## config.mk

```make
export PLATFORM = sky130hd
export DESIGN_NAME = dsi_lanes_sequencer
export DESIGN_NICKNAME = d
export VERILOG_FILES = /design/src/rtl/dsi_pkg.sv /design/src/rtl/dsi_seq_timer.sv /design/src/rtl/dsi_lanes_sequencer.sv
export SDC_FILE = /design/constraint.sdc
export NUM_CORES = 1
export LEC_CHECK = 0
export CAP_MARGIN = 20
export CORE_MARGIN = 8
export CORE_UTILIZATION = 45
export CTS_BUF_LIST = sky130_fd_sc_hd__clkbuf_8
export CTS_CLUSTER_DIAMETER = 30
export DETAILED_ROUTE_END_ITERATION = 8
export PLACE_DENSITY = 0.82
export SLEW_MARGIN = 20
export SYNTH_ARGS = -nofsm -noshare
export SYNTH_HDL_FRONTEND = slang
export SYNTH_SLANG_ARGS = --single-unit
```

## constraint.sdc

```tcl
create_clock -name clk_sys -period 4.45 [get_ports clk_sys]
set_input_delay 0.6675 -clock clk_sys [delete_from_list [all_inputs] [get_ports clk_sys]]
set_output_delay 0.6675 -clock clk_sys [all_outputs]
set_load 0.05 [all_outputs]
```

## src/rtl/dsi_pkg.sv

```systemverilog
// Shared definitions for the DSI lane sequencer.
// Contents: the sequencer state encoding, counter width, default timing
// constants and the filler byte that is sent to the lanes on underflow.
package dsi_pkg;

    localparam int unsigned CNT_W          = 8;
    localparam int unsigned DEF_T_CLK_PRE  = 8;
    localparam int unsigned DEF_T_CLK_POST = 16;
    localparam int unsigned DEF_T_WDOG     = 255;

    localparam logic [7:0] FILLER_BYTE = 8'h00;

    typedef enum logic [2:0] {
        ST_IDLE      = 3'd0,
        ST_CLK_START = 3'd1,
        ST_CLK_PRE   = 3'd2,
        ST_DL_START  = 3'd3,
        ST_STREAM    = 3'd4,
        ST_DL_FIN    = 3'd5,
        ST_CLK_POST  = 3'd6,
        ST_CLK_FIN   = 3'd7
    } seq_state_t;

    // States that wait on a lane acknowledge and are guarded by the watchdog.
    function automatic logic is_wdog_state(input seq_state_t s);
        return (s == ST_CLK_START) || (s == ST_DL_START) ||
               (s == ST_DL_FIN)    || (s == ST_CLK_FIN);
    endfunction

    // States that time a fixed clock-lane guard interval.
    function automatic logic is_phase_state(input seq_state_t s);
        return (s == ST_CLK_PRE) || (s == ST_CLK_POST);
    endfunction

endpackage

```

## src/rtl/dsi_seq_timer.sv

```systemverilog
// Shared phase / watchdog counter for the DSI lane sequencer.
// Ports:
//   clk_sys, rst  - clock, asynchronous active-high reset
//   load          - clear the count to zero (wins over en)
//   en            - advance the count by one
//   count         - cycles spent in the current state (registered)
//   expiry_c      - count is on its LIMIT-th counted cycle
module dsi_seq_timer
    import dsi_pkg::*;
#(
    parameter int unsigned LIMIT = DEF_T_WDOG
) (
    input  logic             clk_sys,
    input  logic             rst,
    input  logic             load,
    input  logic             en,
    output logic [CNT_W-1:0] count,
    output logic             expiry_c
);

    localparam logic [CNT_W-1:0] LIMIT_LAST = CNT_W'(LIMIT - 1);

    // Count register: cleared on load, held when not enabled.
    always_ff @(posedge clk_sys or posedge rst) begin
        if (rst) begin
            count <= '0;
        end else if (load) begin
            count <= '0;
        end else if (en) begin
            count <= count + CNT_W'(1);
        end
    end

    assign expiry_c = en & (count == LIMIT_LAST);

endmodule

```

## src/rtl/dsi_lanes_sequencer.sv

```systemverilog
// DSI clock/data lane sequencer: brings the clock lane into HS, starts the
// data lanes, streams packet beats (one byte per lane), then winds the data
// and clock lanes down, with a watchdog on every lane acknowledge.
// Ports:
//   clk_sys, rst                 - clock, asynchronous active-high reset
//   pkt_valid/pkt_data/pkt_last  - beat source; pkt_ready consumes a beat
//   clk_start_rqst/clk_fin_rqst  - clock lane control, clk_active its status
//   dl_start_rqst/dl_fin_rqst    - control common to all data lanes
//   dl_data/dl_data_rqst         - per-lane byte and per-lane byte request
//   dl_active                    - per-lane HS status
//   busy                         - sequencer is not idle
//   err_underflow/err_timeout    - single-cycle error pulses
// Build option: DSI_CLK_CONTINUOUS_EN keeps the clock lane in HS between
// bursts (no CLK_POST / CLK_FIN, IDLE jumps to CLK_PRE when clk_active).
module dsi_lanes_sequencer
    import dsi_pkg::*;
#(
    parameter int unsigned LANES      = 4,
    parameter int unsigned T_CLK_PRE  = DEF_T_CLK_PRE,
    parameter int unsigned T_CLK_POST = DEF_T_CLK_POST,
    parameter int unsigned T_WDOG     = DEF_T_WDOG
) (
    input  logic               clk_sys,
    input  logic               rst,
    input  logic               pkt_valid,
    input  logic [8*LANES-1:0] pkt_data,
    input  logic               pkt_last,
    output logic               pkt_ready,
    output logic               clk_start_rqst,
    output logic               clk_fin_rqst,
    input  logic               clk_active,
    output logic               dl_start_rqst,
    output logic               dl_fin_rqst,
    output logic [8*LANES-1:0] dl_data,
    input  logic [LANES-1:0]   dl_data_rqst,
    input  logic [LANES-1:0]   dl_active,
    output logic               busy,
    output logic               err_underflow,
    output logic               err_timeout
);

    localparam logic [CNT_W-1:0] PRE_LAST  = CNT_W'(T_CLK_PRE - 1);
    localparam logic [CNT_W-1:0] POST_LAST = CNT_W'(T_CLK_POST - 1);

    seq_state_t       state;
    seq_state_t       state_nxt_c;
    logic             all_rqst_c;
    logic             any_rqst_c;
    logic             lanes_idle_c;
    logic             tmr_en_c;
    logic             tmr_load_c;
    logic             wdog_exp_c;
    logic             phase_done_c;
    logic             timeout_c;
    logic             underflow_c;
    logic [CNT_W-1:0] tmr_count;

    assign all_rqst_c   = &dl_data_rqst;
    assign any_rqst_c   = |dl_data_rqst;
    assign lanes_idle_c = ~|dl_active;

    // A beat is consumed only when every lane asks for a byte together.
    assign pkt_ready = (state == ST_STREAM) & all_rqst_c & pkt_valid;

    // Any lane request that cannot be served with a whole beat is an underflow.
    assign underflow_c = (state == ST_STREAM) & any_rqst_c & ~pkt_ready;

    assign tmr_en_c   = is_wdog_state(state) | is_phase_state(state);
    assign tmr_load_c = (state_nxt_c != state);

    assign phase_done_c = ((state == ST_CLK_PRE)  && (tmr_count == PRE_LAST)) ||
                          ((state == ST_CLK_POST) && (tmr_count == POST_LAST));

    dsi_seq_timer #(
        .LIMIT (T_WDOG)
    ) u_timer (
        .clk_sys  (clk_sys),
        .rst      (rst),
        .load     (tmr_load_c),
        .en       (tmr_en_c),
        .count    (tmr_count),
        .expiry_c (wdog_exp_c)
    );

    // Next-state decision; normal progress has priority over a watchdog expiry.
    always_comb begin
        state_nxt_c = state;
        timeout_c   = 1'b0;
        case (state)
            ST_IDLE: begin
                if (pkt_valid) begin
`ifdef DSI_CLK_CONTINUOUS_EN
                    state_nxt_c = clk_active ? ST_CLK_PRE : ST_CLK_START;
`else
                    state_nxt_c = ST_CLK_START;
`endif
                end
            end
            ST_CLK_START: begin
                if (clk_active) begin
                    state_nxt_c = ST_CLK_PRE;
                end else if (wdog_exp_c) begin
                    state_nxt_c = ST_IDLE;
                    timeout_c   = 1'b1;
                end
            end
            ST_CLK_PRE: begin
                if (phase_done_c) begin
                    state_nxt_c = ST_DL_START;
                end
            end
            ST_DL_START: begin
                if (all_rqst_c) begin
                    state_nxt_c = ST_STREAM;
                end else if (wdog_exp_c) begin
                    state_nxt_c = ST_IDLE;
                    timeout_c   = 1'b1;
                end
            end
            ST_STREAM: begin
                if (pkt_ready && pkt_last) begin
                    state_nxt_c = ST_DL_FIN;
                end
            end
            ST_DL_FIN: begin
                if (lanes_idle_c) begin
`ifdef DSI_CLK_CONTINUOUS_EN
                    state_nxt_c = ST_IDLE;
`else
                    state_nxt_c = ST_CLK_POST;
`endif
                end else if (wdog_exp_c) begin
                    state_nxt_c = ST_IDLE;
                    timeout_c   = 1'b1;
                end
            end
            ST_CLK_POST: begin
                if (phase_done_c) begin
                    state_nxt_c = ST_CLK_FIN;
                end
            end
            ST_CLK_FIN: begin
                if (!clk_active) begin
                    state_nxt_c = ST_IDLE;
                end else if (wdog_exp_c) begin
                    state_nxt_c = ST_IDLE;
                    timeout_c   = 1'b1;
                end
            end
            default: begin
                state_nxt_c = ST_IDLE;
            end
        endcase
    end

    // State register; request outputs are decoded from the next state so
    // they line up exactly with the registered state.
    always_ff @(posedge clk_sys or posedge rst) begin
        if (rst) begin
            state          <= ST_IDLE;
            clk_start_rqst <= 1'b0;
            clk_fin_rqst   <= 1'b0;
            dl_start_rqst  <= 1'b0;
            dl_fin_rqst    <= 1'b0;
            busy           <= 1'b0;
            err_underflow  <= 1'b0;
            err_timeout    <= 1'b0;
            dl_data        <= '0;
        end else begin
            state          <= state_nxt_c;
            clk_start_rqst <= (state_nxt_c == ST_CLK_START);
            clk_fin_rqst   <= (state_nxt_c == ST_CLK_FIN);
            dl_start_rqst  <= (state_nxt_c == ST_DL_START);
            dl_fin_rqst    <= (state_nxt_c == ST_DL_FIN);
            busy           <= (state_nxt_c != ST_IDLE);
            err_underflow  <= underflow_c;
            err_timeout    <= timeout_c;
            if (pkt_ready) begin
                dl_data <= pkt_data;
            end else if (underflow_c) begin
                dl_data <= {LANES{FILLER_BYTE}};
            end
        end
    end

endmodule

```

==> results of run 1 <==
[sequential cells by signal, indices dropped and copies added, names as in the netlist]
name / count
dl_data: 32
u_timer.count: 8
state: 3
busy: 1
clk_fin_rqst: 1
clk_start_rqst: 1
dl_fin_rqst: 1
dl_start_rqst: 1
err_timeout: 1
err_underflow: 1
[power breakdown]
part	switching (µW)	internal [µW]
Sequential	88.2	525
Combinational	339	217
Clock	149	169
Total	576	910
[final cells by class]
| cell class | instances | area [µm²] | area share |
|---|---|---|---|
| Sequential cell | 50 | 1250 | 0.399 |
| Inverter | 7 | 27.5 | 0.00877 |
| Multi-Input combinational cell | 116 | 823 | 0.262 |
| Clock buffer | 5 | 68.8 | 0.0219 |
| Tap cell | 54 | 67.6 | 0.0215 |
| Clock inverter | 3 | 43.8 | 0.0140 |
| Timing Repair Buffer | 86 | 856 | 0.273 |
[stage by stage]
| step | util | std cells | setup slack (ns) | power [µW] | cell area [µm²] |
|---|---|---|---|---|---|
| 5_1_grt | 0.669 | 321 | 1.13 | 1570 | 3140 |
| 2_1_floorplan | - | 186 | 2.28 | 1010 | 2170 |
| 4_1_cts | 0.669 | 321 | 1.33 | 1490 | 3140 |
| 3_5_place_dp | 0.645 | 313 | 1.33 | 1170 | 3020 |
| 6_report | 0.669 | 321 | 1.35 | 1490 | 3140 |
| 3_3_place_gp | 0.645 | 313 | 1.34 | 1160 | 3020 |
[cell families after synthesis]
| family | synth area share |
|---|---|
| adder cells (fa/ha/maj) | 0.0115 |
| AND/OR/NAND/NOR | 0.132 |
| flip-flops | 0.577 |
| multiplexers | 0.00520 |
| buffers and inverters | 0.0456 |
| XOR/XNOR | 0.0323 |
| AO/OA/AOI/OAI | 0.196 |
[layer usage]
layer | track usage | vias up
met2 | 0.228 | 87
met4 | 0.0621 | 0
met1 | 0.198 | 830
met5 | 0 | -
li1 | - | 845
met3 | 0.0376 | 8
[worst paths after layout]
| kind | endpoint | cells after the start | start |
|---|---|---|---|
| worst min-delay path | dl_data[13] | 1 | dl_data[13] |
| worst max-delay path | pkt_ready | 4 | dl_data_rqst[3] |
| max in group asynchronous | err_underflow | 2 | rst |
| worst min register to register | dl_data[13] | 1 | dl_data[13] |
| worst max register to register | u_timer.count[5] | 5 | state[1] |
| min in group asynchronous | dl_data[27] | 2 | rst |
[cell usage in the layout, fill, tap and decap left out, types with 2 or more instances in the layout]
cell,n
clkdlybuf4s50_1,84
dfrtp_1,50
a22o_1,32
nand2_1,10
nor2_1,9
a21oi_1,7
nor2_2,7
inv_1,6
nand3_1,5
xor2_1,5
clkbuf_8,5
nand4_1,4
o22ai_1,4
or4_1,3
xnor2_1,3
o21ai_0,3
and2_1,2
clkinv_2,2
ha_1,2
buf_4,2
[worst max-delay path: stages]
cell and delay (ns):
clkdlybuf4s50_1 0.49, nand4_1 0.21, nor3_4 0.22, clkdlybuf4s50_1 0.84
==> key figures, run 1 <==
Global routing
  • GRT Overall Usage: 0.150
  • Initial antenna violation count: 0
  • Global-route wire length before repair: 8800 µm
  • Largest net degree at the start of global routing: 51
  • Number of global-route vias before repair: about 1700
  • Total gr overflow: 0

Pwr
  • Maximum VDD drop: 232 µV
  • PwrDens: 474 nW/µm²
  • Leakage: 0.00139 µW

Routing
  • # DRC: 0
  • Met3 wire length: 469 µm
  • Drt wl/cell: 17.1 µm
  • M1 WL: 2410 µm
  • Final wirelength: 5490 µm
  • Top Metal Used: met4
  • Via count: 1770
  • Via density: 5.51
  • First-iteration detailed-routing DRC count: 76
  • Routed met2 length: roughly 2500 µm
  • Drt pass-1 iters: 4
  • Routed Antenna Nets: 0

Yosys
  • Most frequent cells after synthesis: dfrtp_1, a22o_1, nand2_1, nor2_1
  • Ys flop type: dfrtp_1
  • Dominant cell type by area after synthesis: dfrtp_1
  • Most common cell in the netlist: dfrtp_1
  • Mean post-synth cell area: 11.7 µm²
  • Yosys reg bits: 50
  • Synth Instances: ~190
  • Distinct cells, synth: 39
  • Asr flop ratio synth: 1.00
  • Synth Cell Area: 2170 µm²
  • Net Count, Synth: ~230
  • Sequential area share after synthesis: 0.577
  • Top-area cell type share of the netlist area: 0.577
  • Top post-synthesis cells by area: dfrtp_1, a22o_1, nor2_2
  • Yosys warns: 0
  • Post-synth EDFFs: 0

Critical path
  • CP Capture Type: output pin
  • CP Class: in -> out
  • CP Max Fanout: 3
  • CP arrival: 2.43 ns
  • Startpoint types: input pin
  • CP required: approximately 3.8 ns
  • R2r setup slk: roughly 2.2 ns

Placed design
  • Final HPWL from detailed placement: approximately 4000 µm
  • Routability cong.: 0.883
  • I/O Buffers: 84

STA
  • Slew @ Worst Pin: 0.834 ns
  • Slew margin rel.: 0.443
  • Fin Hold WS: 0.511 ns
  • Fin Setup TNS: 0 ns
  • Clock skew: 0.00961 ns
  • Achievable clock frequency: 0.323 GHz
  • Max Slew Vio Count: 0
  • Final hold violations: 0
  • Final Cycle Share: 0.696
  • Tmin final: a little over 3 ns
  • RSZ-0062 raised after global routing: no
  • Final setup viols: 0

Floorplan
  • Die area: 7290 µm²
  • # IOs: 85
  • Initial core utilization: 0.462
  • Die Ht: about 85 µm
  • Placeable Area: 4690 µm²
  • Die X: 85.4 µm
  • Row Count: 25

CTS
  • CTS tree: built
  • CTS buffer count: 5
  • Worst-Skew Late Latency: ~0.30 ns
  • Root buffer cell: clkbuf_8
  • Max clock buf depth: 2
  • CTS Sinks: 50
  • Post-CTS Hold Buffers: 0
  • Postcts setup bufs: 0
  • Worst-path clk slew: 0.10 ns
  • Cts repair resizes: 0
  • H-tree levels: 2

Hold path
  • HP Class: reg -> reg

Cells and area
  • Share of layout cells above drive strength 1: 0.0861
  • Area Overhead vs Synth: 44.8%
  • # nets final: 313
  • Fillcell total: between 300 and 400
  • Antenna diode instance count: 0

Outcome
  • Status: completed

Run
  • Number of max-cap violations: 0
No activity file was read; power rests on OpenSTA's default activity.
==> inputs of run 2 (changes only) <==
--- a/config.mk
+++ b/config.mk
@@ -7,11 +7,11 @@
 export LEC_CHECK = 0
 export CAP_MARGIN = 20
 export CORE_MARGIN = 8
-export CORE_UTILIZATION = 45
+export CORE_UTILIZATION = 40
 export CTS_BUF_LIST = sky130_fd_sc_hd__clkbuf_8
 export CTS_CLUSTER_DIAMETER = 30
 export DETAILED_ROUTE_END_ITERATION = 8
-export PLACE_DENSITY = 0.82
+export PLACE_DENSITY = 0.77
 export SLEW_MARGIN = 20
 export SYNTH_ARGS = -nofsm -noshare
 export SYNTH_HDL_FRONTEND = slang
==> constraint.sdc (replaced) <==
create_clock -name clk_sys -period 2.55 [get_ports clk_sys]
set_input_delay 0.3825 -clock clk_sys [delete_from_list [all_inputs] [get_ports clk_sys]]
set_output_delay 0.3825 -clock clk_sys [all_outputs]
set_load 0.05 [all_outputs]
==> key figures, run 2 (synthesis results as in run 1) <==
Outcome
  • Status: completed (unchanged)

STA
  • RSZ-0062 raised after global routing: no (unchanged)
  • Fin Hold WS: 0.436 ns (was 0.511 ns)
  • Final Cycle Share: 0.866
  • Slew @ Worst Pin: 0.547 ns (was 0.834 ns)
  • Achievable clock frequency: 0.453 GHz
  • Clock skew: 0.00906 ns (was 0.00961 ns)
  • Final setup viols: 0 (unchanged)
  • Tmin final: 2.21 ns
  • Max Slew Vio Count: 0 (unchanged)
  • Fin Setup TNS: 0 ns (unchanged)
  • Final hold violations: 0 (unchanged)
  • Slew margin rel.: 0.634 (was 0.443)

Pwr
  • Maximum VDD drop: 324 µV (was 232 µV)
  • Leakage: 0.00142 µW (was 0.00139 µW)
  • PwrDens: 810 nW/µm² (was 474 nW/µm²)

Floorplan
  • Row Count: 27 (was 25)
  • Placeable Area: 5370 µm² (was 4690 µm²)
  • Die area: 8030 µm² (was 7290 µm²)
  • # IOs: 85 (unchanged)
  • Initial core utilization: 0.403 (was 0.462)
  • Die Ht: 89.6 µm (was 85.4 µm)
  • Die X: 89.6 µm (was 85.4 µm)

Routing
  • Top Metal Used: met4 (unchanged)
  • # DRC: 0 (unchanged)
  • Drt wl/cell: 16.5 µm (was 17.1 µm)
  • Final wirelength: 5650 µm (was 5490 µm)
  • Met3 wire length: 546 µm (was 469 µm)
  • Via count: 1757 (was 1770)
  • Via density: 5.12 (was 5.51)
  • Drt pass-1 iters: 4 (unchanged)
  • First-iteration detailed-routing DRC count: 127 (was 76)
  • M1 WL: 2520 µm (was 2410 µm)
  • Routed Antenna Nets: 0 (unchanged)
  • Routed met2 length: 2510 µm (about the same)

Global routing
  • Largest net degree at the start of global routing: 34 (was 51)
  • Number of global-route vias before repair: 1686 (was 1747)
  • Total gr overflow: 0 (unchanged)
  • Initial antenna violation count: 0 (unchanged)
  • Global-route wire length before repair: 8740 µm (was 8800 µm)
  • GRT Overall Usage: 0.145 (was 0.150)

Critical path
  • Crit path buf inv count: 1 (was 2)
  • Stages on the worst setup path: 4 (unchanged)
  • FF-to-FF Start: state[1] (unchanged)
  • Worst stage delay on the critical path: 0.57 ns (was 0.84 ns)
  • R2R cell count: 5 (unchanged)
  • Reg2reg end: u_timer.count[5] (unchanged)
  • CP Class: reg -> out (was in -> out)
  • CP top delay family: simple AND/OR/NAND/NOR gates (was buffers and inverters)
  • CP endpoint: pkt_ready (unchanged)
  • CP cell instances: nor2_1 -> nand2_1 -> nor3_4 -> buf_12 (was clkdlybuf4s50_1 -> nand4_1 -> nor3_4 -> clkdlybuf4s50_1)
  • Slowest cell on crit path: dfrtp_1 (was clkdlybuf4s50_1)
  • Setup crit start: state[1] (was dl_data_rqst[3])
  • CP required: 2.17 ns (was 3.78 ns)
  • CP Capture Type: output pin (unchanged)
  • R2r setup slk: 0.34 ns (was 2.23 ns)
  • CP Max Fanout: 17 (was 3)
  • Startpoint types: register (was input pin)
  • CP arrival: 1.83 ns (was 2.43 ns)

CTS
  • H-tree levels: 2 (unchanged)
  • Cts repair resizes: 0 (unchanged)
  • Max clock buf depth: 2 (unchanged)
  • CTS buffer count: 5 (unchanged)
  • Worst-path clk slew: 0.09 ns (was 0.10 ns)
  • Postcts setup bufs: 0 (unchanged)
  • CTS Sinks: 50 (unchanged)
  • Worst-Skew Late Latency: 0.30 ns (about the same)
  • Post-CTS Hold Buffers: 0 (unchanged)
  • Root buffer cell: clkbuf_8 (unchanged)
  • CTS tree: built (unchanged)

Cells and area
  • Most flops, register: dl_data (unchanged)
  • Fillcell total: 435 (was 364)
  • Area Overhead vs Synth: 48.6% (was 44.8%)
  • Commonest non-fill, non-tap cell in the layout: clkdlybuf4s50_1 (unchanged)
  • Largest regs: dl_data (32), u_timer.count (8), state (3) (unchanged)
  • Share of layout cells above drive strength 1: 0.103 (was 0.0861)
  • Antenna diode instance count: 0 (unchanged)
  • Final Util: 0.599 (was 0.669)
  • # nets final: 318 (was 313)
  • Most frequent cells in the layout: clkdlybuf4s50_1, dfrtp_1, a22o_1, nand2_1, nor2_1 (unchanged)
  • Max reg flops: 32 (unchanged)

Placed design
  • I/O Buffers: 84 (unchanged)
  • Final HPWL from detailed placement: 4310 µm (was 4030 µm)
  • Routability cong.: 0.924 (was 0.883)

Hold path
  • HP Class: in -> async (was reg -> reg)

Run
  • Number of max-cap violations: 0 (unchanged)
-- run 2: cell count changes in the layout (fill, tap and decap cells not counted) --
cell and change:
inv_2 +1, clkdlybuf4s50_1 -1, clkbuf_8 +1, buf_12 +2
clkinv_2 -2, buf_4 +4, inv_6 -1
-- run 2: worst min-delay path by stage --
stage / slack [ns] / start / depth (start not counted) / to
after CTS: 0.45 / rst / 2 / u_timer.count[0]
after detailed placement: 0.49 / dl_data[3] / 1 / dl_data[3]
final: 0.44 / rst / 2 / u_timer.count[0]
after floorplan: 0.47 / pkt_valid / 1 / err_underflow
after global placement: 0.49 / dl_data[21] / 1 / dl_data[21]
after global routing: 0.47 / rst / 2 / u_timer.count[0]
-- run 2: power by group --
group | switching [µW] | total, µW | internal (µW)
Sequential | 132 | 1050 | 917
Clock | 247 | 561 | 314
Combinational | 604 | 999 | 395
-- run 2: metal layers --
layer  GRT usage  vias to the layer above
met5           0                        -
met4      0.0544                        0
met2       0.217                       67
li1            -                      851
met1       0.195                      832
met3      0.0382                        7
-- run 2: metrics by stage --
step                power (µW)  setup slack, ns  cell area, µm²  cells
finish                    2610            0.341            3220    343
global route              2760            0.171            3220    343
CTS                       2630            0.335            3220    343
detailed placement        2070            0.116            3110    336
global placement          2050            0.178            3110    336
floorplan                 1760            0.684            2170    186
-- run 2: area by class of cell --
| class | count | area [µm²] | area share |
|---|---|---|---|
| sequential | 50 | 1250 | 0.389 |
| timing repair buffer | 91 | 916 | 0.284 |
| multi-input combinational | 116 | 823 | 0.256 |
| tap | 72 | 90.1 | 0.0280 |
| clock buffer | 6 | 82.6 | 0.0257 |
| clock inverter | 1 | 30.0 | 0.00933 |
| inverter | 7 | 26.3 | 0.00816 |
-- run 2: worst reg2reg max path: cells and delay by family (launching register included) --
kind               cells  cell delay [ns]
and+or+nand+nor        4             1.36
AOI/OAI and AO/OA      1             0.12
DFF                    1             0.67
